[src/rtl/vend_pkg.sv]
// Shared vending-machine definitions: coin denominations, drink codes and the
// change dispenser state encoding.
package vend_pkg;

    localparam int COIN_1    = 1;
    localparam int COIN_5    = 5;
    localparam int COIN_10   = 10;
    localparam int COIN_50   = 50;
    localparam int NUM_DENOM = 4;

    typedef enum logic [2:0] {
        TEA    = 3'b100,
        COKE   = 3'b101,
        COFFEE = 3'b110,
        MILK   = 3'b111
    } drink_t;

    typedef enum logic [1:0] {
        IDLE,
        DISPENSE,
        DONE
    } disp_state_t;

    // Denomination index 0..3 maps smallest to largest coin.
    function automatic int denom_value(input int idx);
        case (idx)
            0:       return COIN_1;
            1:       return COIN_5;
            2:       return COIN_10;
            default: return COIN_50;
        endcase
    endfunction

endpackage

[src/rtl/change_dispenser_coin_select.sv]
// Combinational greedy picker: largest available denomination not exceeding
// the amount; none_fit when no denomination qualifies.
module coin_select
    import vend_pkg::*;
#(
    parameter int AMT_W  = 8,
    parameter int COIN_W = 6
) (
    input  logic [AMT_W-1:0]     amount,
    input  logic [NUM_DENOM-1:0] avail,
    output logic [COIN_W-1:0]    coin,
    output logic                 none_fit
);

    logic [NUM_DENOM-1:0] fit;

    for (genvar gi = 0; gi < NUM_DENOM; gi++) begin : g_fit
        assign fit[gi] = avail[gi] && (amount >= AMT_W'(denom_value(gi)));
    end

    // Ascending scan so the largest fitting denomination is the last one written.
    always_comb begin
        coin     = '0;
        none_fit = 1'b1;
        for (int i = 0; i < NUM_DENOM; i++) begin
            if (fit[i]) begin
                coin     = COIN_W'(denom_value(i));
                none_fit = 1'b0;
            end
        end
    end

endmodule

[src/rtl/change_dispenser.sv]
// Pays a refund out as coins to a hopper, one coin per handshake, greedily.
// Optional per-denomination stock tracking is enabled by defining COIN_STOCK_EN.
module change_dispenser
    import vend_pkg::*;
#(
    parameter int AMT_W      = 8,
    parameter int COIN_W     = 6,
    parameter int STOCK_W    = 8,
    parameter int STOCK_INIT = 20
) (
    input  logic              clk,
    input  logic              reset,
    input  logic              change_valid,
    input  logic [AMT_W-1:0]  change_amount,
    output logic              change_ready,
    output logic [COIN_W-1:0] coin_out,
    output logic              coin_valid,
    input  logic              hopper_ready,
    output logic              done,
    output logic              shortfall,
    output logic [AMT_W-1:0]  short_amount,
    input  logic              stock_refill
);

`ifdef COIN_STOCK_EN
    localparam bit STOCK_EN = 1'b1;
`else
    localparam bit STOCK_EN = 1'b0;
`endif

    disp_state_t          state_q, state_d;
    logic [AMT_W-1:0]     remaining_q, remaining_d;
    logic [COIN_W-1:0]    coin_out_q, coin_out_d;
    logic                 coin_valid_q, coin_valid_d;
    logic                 done_q, done_d;
    logic                 shortfall_q, shortfall_d;
    logic [AMT_W-1:0]     short_amount_q, short_amount_d;

    logic                 handshake;
    logic [AMT_W-1:0]     rem_after;
    logic [AMT_W-1:0]     sel_amount;
    logic [COIN_W-1:0]    sel_coin;
    logic                 sel_none_fit;
    logic [NUM_DENOM-1:0] avail;

    assign handshake  = coin_valid_q && hopper_ready;
    assign rem_after  = remaining_q - AMT_W'(coin_out_q);
    assign sel_amount = (state_q == IDLE) ? change_amount : rem_after;

`ifdef COIN_STOCK_EN
    // Availability looks at the post-update count so the coin re-selected in
    // the handshake edge already respects the decrement (or a refill).
    for (genvar gi = 0; gi < NUM_DENOM; gi++) begin : g_stock
        logic [STOCK_W-1:0] stock_q, stock_d;

        always_comb begin
            stock_d = stock_q;
            if (stock_refill) begin
                stock_d = STOCK_W'(STOCK_INIT);
            end else if (handshake && (coin_out_q == COIN_W'(denom_value(gi)))
                         && (stock_q != '0)) begin
                stock_d = stock_q - 1'b1;
            end
        end

        always_ff @(posedge clk or posedge reset) begin
            if (reset) begin
                stock_q <= STOCK_W'(STOCK_INIT);
            end else begin
                stock_q <= stock_d;
            end
        end

        assign avail[gi] = (stock_d != '0);
    end
`else
    logic unused_stock_refill;
    assign unused_stock_refill = stock_refill;
    assign avail = '1;
`endif

    coin_select #(
        .AMT_W  (AMT_W),
        .COIN_W (COIN_W)
    ) u_coin_select (
        .amount   (sel_amount),
        .avail    (avail),
        .coin     (sel_coin),
        .none_fit (sel_none_fit)
    );

    always_comb begin
        state_d        = state_q;
        remaining_d    = remaining_q;
        coin_out_d     = coin_out_q;
        coin_valid_d   = coin_valid_q;
        done_d         = 1'b0;
        shortfall_d    = shortfall_q;
        short_amount_d = short_amount_q;

        case (state_q)
            IDLE: begin
                if (change_valid) begin
                    remaining_d    = change_amount;
                    shortfall_d    = 1'b0;
                    short_amount_d = '0;
                    if (change_amount == '0) begin
                        state_d = DONE;
                        done_d  = 1'b1;
                    end else if (sel_none_fit) begin
                        // Every denomination exhausted before the first coin.
                        state_d        = DONE;
                        done_d         = 1'b1;
                        shortfall_d    = STOCK_EN;
                        short_amount_d = STOCK_EN ? change_amount : '0;
                    end else begin
                        state_d      = DISPENSE;
                        coin_out_d   = sel_coin;
                        coin_valid_d = 1'b1;
                    end
                end
            end
            DISPENSE: begin
                if (handshake) begin
                    remaining_d = rem_after;
                    if (rem_after == '0 || sel_none_fit) begin
                        state_d        = DONE;
                        done_d         = 1'b1;
                        coin_out_d     = '0;
                        coin_valid_d   = 1'b0;
                        shortfall_d    = STOCK_EN && (rem_after != '0);
                        short_amount_d = shortfall_d ? rem_after : '0;
                    end else begin
                        coin_out_d = sel_coin;
                    end
                end
            end
            DONE: begin
                state_d = IDLE;
            end
            default: begin
                state_d      = IDLE;
                coin_out_d   = '0;
                coin_valid_d = 1'b0;
            end
        endcase
    end

    always_ff @(posedge clk or posedge reset) begin
        if (reset) begin
            state_q        <= IDLE;
            remaining_q    <= '0;
            coin_out_q     <= '0;
            coin_valid_q   <= 1'b0;
            done_q         <= 1'b0;
            shortfall_q    <= 1'b0;
            short_amount_q <= '0;
        end else begin
            state_q        <= state_d;
            remaining_q    <= remaining_d;
            coin_out_q     <= coin_out_d;
            coin_valid_q   <= coin_valid_d;
            done_q         <= done_d;
            shortfall_q    <= shortfall_d;
            short_amount_q <= short_amount_d;
        end
    end

    assign change_ready = (state_q == IDLE);
    assign coin_out     = coin_out_q;
    assign coin_valid   = coin_valid_q;
    assign done         = done_q;
    assign shortfall    = shortfall_q;
    assign short_amount = short_amount_q;

endmodule

[config.mk]
export PLATFORM = sky130hd
export DESIGN_NAME = change_dispenser
export DESIGN_NICKNAME = d
export VERILOG_FILES = /design/src/rtl/vend_pkg.sv /design/src/rtl/change_dispenser_coin_select.sv /design/src/rtl/change_dispenser.sv
export SDC_FILE = /design/constraint.sdc
export NUM_CORES = 1
export LEC_CHECK = 0
export CAP_MARGIN = 10
export CORE_MARGIN = 4
export CORE_UTILIZATION = 37
export DETAILED_ROUTE_END_ITERATION = 16
export SLEW_MARGIN = 40
export SYNTH_ARGS = -nofsm -noshare
export SYNTH_HDL_FRONTEND = slang
export SYNTH_HIERARCHICAL = 1
export SYNTH_SLANG_ARGS = --single-unit
[constraint.sdc]
create_clock -name clk -period 7.1 [get_ports clk]
set_clock_uncertainty 0.05 [all_clocks]
set_input_delay 1.065 -clock clk [delete_from_list [all_inputs] [get_ports clk]]
set_output_delay 1.065 -clock clk [all_outputs]
set_load 0.03 [all_outputs]
* Word-level counts from Yosys, hierarchy flattened *
Cells that the tools add are included.

word-level totals
  register bits after elaboration = 27
  bits in latches = 0
  memory bits (writable) = 0
  ROM bits = 0
  bits of input ports = 13
  logic and storage cells = 73
  memories = 0

cells by class
  add/sub/neg operators = 1
  multiply operators = 0
  div/mod/pow operators = 0
  magnitude comparators = 4
  equal/unequal tests = 7
  shifts and indexed selects = 0
  multiplexer cells = 42
  bitwise gates (word level) = 1
  reductions and logical operators = 11

operators by type and width
  operator                                             count
  two-way mux 8 bit                                    6
  two-way mux 6 bit                                    6
  one-hot mux 8 bit (2 select lines)                   2
  one-hot mux 6 bit (3 select lines)                   1
  zero test 8 bit                                      2
  two-way mux 1 bit                                    16
  two-way mux 2 bit                                    5
  inequality test 2 bit, second input constant         5
  >= comparator 8 x 1 -> 1 bit, second input constant  1
  >= comparator 8 x 3 -> 1 bit, second input constant  1
  >= comparator 8 x 4 -> 1 bit, second input constant  1
  >= comparator 8 x 6 -> 1 bit, second input constant  1
  subtractor 8 x 6 -> 8 bit                            1
  AND reduction 3 bit                                  2
  AND reduction 6 bit                                  1
  AND reduction 5 bit                                  1
  two-way mux 4 bit                                    1
  one-hot mux 1 bit (2 select lines)                   2
  one-hot mux 2 bit (2 select lines)                   1
  AND reduction 4 bit                                  1
  two-way mux 3 bit                                    1
  one-hot mux 1 bit (3 select lines)                   1
  == test 2 x 1 -> 1 bit, second input constant        1
  == test 2 bit, second input constant                 1
  5 further kinds                                      5

* Depth between registers and ports, before layout *
  word-level depth = 11
  mapped depth = 16
  mapped depth without buffers = 15

* Modules after synthesis *
The synthesis kept the hierarchy.

by module, submodules not included
  module            times used  cells each  area each (sq um)
  change_dispenser  1           176         1402.6
  coin_select       1           18          137.6

* Worst setup path before layout *
OpenSTA, ideal clock, no wires.

  path kind = reg2reg
  from = reg coin_out_q[0], in the netlist coin_out[0]
  to = reg coin_out_q[1], in the netlist coin_out[1]
  setup time = 126 ps
  arrival time = 4032 ps
  required time = 6924 ps
  slack = 2892 ps
  cell stages (with the launch flop) = 16
  buffers on the path = 1
  period minus slack after synthesis = 4208 ps
  cell sequence = dfrtp_1 ha_1 fa_1 nand2b_1 a2111o_1 o311ai_1 a21oi_1 or4_4 o21a_1 and4bb_1 a21o_1 nor2_1 o21ai_1 clkbuf_1 nor2_1 a221o_1

on the way
  cells in the longest elaborated chain, start to end = 11

ends and longest elaborated chain
  what                                RTL line                            source
  from (decl)                         change_dispenser.sv:33              logic [COIN_W-1:0] coin_out_q, coin_out_d;
  from (signal assigned)              change_dispenser.sv:161             coin_out_q <= coin_out_d;
  subtractor 8 x 6 -> 8 bit (*)       change_dispenser.sv:47              assign rem_after = remaining_q - AMT_W'(coin_out_q);
  two-way mux 8 bit (*)               change_dispenser.sv:48              assign sel_amount = (state_q == IDLE) ? change_amount : rem_after;
  named net sel_amount[6]             change_dispenser.sv:41              logic [AMT_W-1:0] sel_amount;
  >= comparator 8 x 1 -> 1 bit        change_dispenser_coin_select.sv:18  assign fit[gi] = avail[gi] && (amount >= AMT_W'(denom_value(gi)));
  two-way mux 1 bit (3 in series)     change_dispenser_coin_select.sv:26  if (fit[i]) begin
  two-way mux 1 bit (*)               change_dispenser_coin_select.sv:26
  named net sel_none_fit              change_dispenser.sv:43              logic sel_none_fit;
  logical OR 1 bit                    change_dispenser.sv:126             if (rem_after == '0 || sel_none_fit) begin
  two-way mux 6 bit                   change_dispenser.sv:126
  two-way mux 6 bit                   change_dispenser.sv:124             if (handshake) begin
  one-hot mux 6 bit (3 select lines)  change_dispenser.sv:101             case (state_q)

Mark *: on every way through the listed nets, which the timed path passes. The rest lies on a longest branch. The select of a mux whose other input is x is not followed.
A chain may end at the register's enable or synchronous reset.

* Final worst setup path *
  from = reg coin_out_q[3], in the netlist coin_out[3]
  to = reg coin_out_q[4], in the netlist coin_out[4]

Same word-level chain as after synthesis.

==> reports/summary.md <==
The type of the worst setup path was reg2reg. Actual slew at the worst max-slew pin: 0.7088 ns. Once placement finished, the instance area stood at 1765 µm².

The total routing resource utilization after global routing was 0.1432; the post-synthesis area per instance was 7.939 µm². The clock slew seen by the registers of the worst setup and hold paths works out to 0.06 ns. In this run the worst hold path is classified as reg2reg. Post-synthesis mux area share: 0.

The cell with the most instances on the worst path is o21ai_1. After detailed routing, the average wire length per cell comes to 13.36 µm. In this design, the stage delay of the slowest critical-path cell is 0.55 ns. The via density per instance works out to 5.180.

The logs give 0.2032 for the met1 routing resource usage after global routing and 3 for the number of CTS-inserted buffers. The post-synthesis compound-gate area fraction was 0.2843; the number of buffers and inverters on the critical path was 1. The floorplan step set the die width to 72.52 µm. Final-report hold violation count: 0. The main combinational cell family by area after synthesis was compound AO/OA/AOI/OAI gates. The end-of-flow core utilization is 0.4517, and the top fanout value on the critical path is 13. Summing every instance area after synthesis gives 1540 µm². The tools report the remaining global-route overflow as 0. The maximum level of the CTS H-tree was 1; the number of setup violations in the final report was 0. Number of detailed-route iterations in the first pass: 4. For the number of buffers inserted for hold repair after clock tree synthesis, the log shows 0. After clock tree synthesis, the repair step resized 0 gates.

For the fraction of the yosys area taken by sequential cells, the log shows 0.2924. CTS root buffer: clkbuf_8. The logs give 0 ns for the aggregate negative setup slack and 194 for the number of cells produced by synthesis. The total via count in the routed design is 1378, and the leakage dissipation is 0.7557 nW. The logs give 227.6 MHz for the maximum frequency from static timing analysis and 4000 µm² for the area of the core region.

The largest buffer count on any clock path is 2, and the area added between synthesis and finish is 17.30%. Post-route fraction of the period consumed by the critical path: 0.6189. The met2 demand-to-capacity share in global routing was 0.2204; the number of top-level pins was 31. The maximum vdd drop is 170.6 µV, and the final design instance area without fill is 1807 µm².

The critical path goes through inv_1, ha_1, o21ai_1, a21oi_1, nor4_1, a311oi_2, o21ai_1, or4_4, o21a_1, and4bb_1, a21o_1, nor2_1, o21ai_2, a311oi_4, a221o_1. TritonCTS built the clock tree. The simple-gate area share of the yosys netlist is 0.2437, and the data arrival time of the critical path is 4.48 ns. The logs give 49 for the number of DRC violations after detailed-routing iteration 0 and 0 for the max-capacitance violation count. Category of cells accounting for the largest share of critical-path delay: compound AO/OA/AOI/OAI gates. The tools report the number of global-route vias before repair as 1258. The commonest cells after synthesis are nor2_1, nand2_1, dfrtp_1. The xor/xnor cell area share of the yosys netlist works out to 0.02275. STA classifies the critical path endpoint as a register. The headroom to the max-slew limit is 0.5269, and the clock latency on the worst-skew pair is 0.25 ns.

In this run the vertical extent of the chip is 72.52 µm. The library cell with the largest summed area after synthesis was dfrtp_1. In this run the most used layer during global routing was met2. The area share of fa/ha/maj cells after synthesis was 0.06174. The slowest cell on the critical path is or4_4. The routed design has 3553 µm of wire. The run gives 0 as the number of buffers inserted by post-CTS setup repair. The HPWL after detailed placement is 2828 µm.

The tools report the final count of pins violating max slew as 0. For the worst setup path, the data required time is 7.19 ns. The floorplan step defined a die boundary enclosing 5259 µm². After floorplanning, the core was divided into 23 placement rows.

In this run the power density over the cells is 570.2 nW/µm². nor2_1 is the most common cell in the netlist. Yosys printed 6 warnings. The largest net degree at the start of global routing was 19. The clock drives 18 sinks. The count of port buffers added during placement is 20. The wire length of the first global-routing pass is 5892 µm. The worst setup path is launched from a register.

The share of flip-flops with an asynchronous set or reset after synthesis is 1.000. The count of flip-flops with a built-in enable after synthesis works out to 0. The routability-driven placement congestion ratio came out at 0.7745. The flow ran to the end, and the final reports show no timing, DRC or antenna violations. For this run, design rule violations remaining after detail routing come to 0.

The number of antenna repair diodes came out at 0. The number of synthesized register bits came out at 18. Synthesis instantiated 45 different standard cells from the library.

In this run the remaining antenna-violating nets after routing total 0. For the met3 capacity usage during global routing, the log shows 0.01801. By area the synthesized netlist is led by dfrtp_1, nor2_1, a21oi_1, buf_4, ha_1.

The minimum clock period is 4.394 ns. The initial antenna violation count was 0; the share of layout cells above drive strength 1 was 0.05556. Setup repair after global routing left no endpoint under its margin. Commonest register cell after synthesis: dfrtp_1.

For the effective utilization at floorplan, the log shows 0.3850. After the last flow step, the layout net total stands at 238. The area share of the largest cell type after synthesis came out at 0.2924.
==> routing by layer <==
| metal | part of all wire | routed length (µm) | up-vias |
|---|---|---|---|
| li1 | - | - | 715 |
| met3 | 0.028 | 101 | 5 |
| met1 | 0.51 | 1799 | 639 |
| met4 | 0.015 | 53 | 0 |
| met2 | 0.45 | 1600 | 19 |
| met5 | 0 | 0 | - |
==> metrics by stage <==
stage | worst slack (ns) | hold slack, ns | instances | total power [mW]
2_1_floorplan | 2.892 | 0.4096 | 208 | 0.8002
3_3_place_gp | 2.451 | 0.4282 | 263 | 0.9530
3_5_place_dp | 2.715 | 0.4336 | 263 | 0.9578
4_1_cts | 2.695 | 0.4488 | 266 | 1.035
5_1_grt | 2.413 | 0.4770 | 266 | 1.130
6_report | 2.706 | 0.4415 | 266 | 1.030
==> placed cells by master (no fill, tap or decap), types with 2 or more instances in the layout <==
cell type / synthesis / layout
nand2_1: 19 / 19
o211ai_1: 3 / 3
o21ai_0: 5 / 5
or2_1: 2 / 2
nand2b_1: 4 / 4
dfrtp_1: 18 / 18
a221o_1: 6 / 6
or2_2: 2 / 2
nor3b_1: 2 / 2
clkbuf_8: 0 / 3
o32a_1: 2 / 2
conb_1: 2 / 16
a211oi_1: 3 / 3
nor4_1: 3 / 3
nor2b_1: 4 / 4
xnor2_1: 2 / 2
or3_1: 2 / 2
nor2_1: 27 / 27
ha_1: 6 / 6
nor3_1: 5 / 5
inv_1: 11 / 11
o21ai_1: 8 / 7
clkdlybuf4s50_1: 0 / 20
xor2_1: 2 / 2
o21a_1: 6 / 6
a21oi_1: 16 / 16
==> final cells by class <==
cell class / count / area (µm²)
timing repair buffer: 20 / 200.2
inverter: 12 / 45.04
fill: 396 / 2193
tap: 50 / 62.56
sequential: 18 / 450.4
clock buffer: 3 / 41.29
multi-input combinational: 163 / 1007
==> cell families (layout without fill, tap and decap cells) <==
group	Yosys count	after routing
compound gates	60	60
other cells	2	16
flops	18	18
fa+ha+maj	7	7
buf+inv	27	35
simple gates	76	76
xor+xnor	4	4
==> sequential cells by signal (all words and copies together) (netlist names) <==
| signal | cells |
|---|---|
| coin_out | 6 |
| coin_valid | 1 |
| remaining_q | 8 |
| done | 1 |
| state_q | 2 |
==> power breakdown <==
| part | switching (mW) | leakage (nW) | internal (mW) | total (mW) |
|---|---|---|---|---|
| registers | 0.0378 | 0.220 | 0.148 | 0.185 |
| clock network | 0.0330 | 0.0216 | 0.0377 | 0.0707 |
| logic | 0.468 | 0.514 | 0.306 | 0.774 |
| total | 0.539 | 0.756 | 0.491 | 1.03 |
==> final timing paths <==
check                                           start                    endpoint  slack [ns]  cells past startpoint
setup / recovery              coin_out[3]$_DFFE_PP0P_     coin_out[4]$_DFFE_PP0P_        2.71                     15
hold / removal             remaining_q[2]$_DFFE_PP0P_  remaining_q[2]$_DFFE_PP0P_        0.44                      2
setup reg to reg              coin_out[3]$_DFFE_PP0P_     coin_out[4]$_DFFE_PP0P_        2.71                     15
hold reg to reg            remaining_q[2]$_DFFE_PP0P_  remaining_q[2]$_DFFE_PP0P_        0.44                      2
max in group asynchronous                       reset  remaining_q[0]$_DFFE_PP0P_        5.37                      2
min in group asynchronous                       reset  remaining_q[6]$_DFFE_PP0P_        1.18                      2
==> tightest hold or removal path, stage by stage (launching register included) <==
cell	delay (ns)
dfrtp_1	0.34
nand2_1	0.05
o21ai_1	0.06
(Power assumes the default switching activity.)
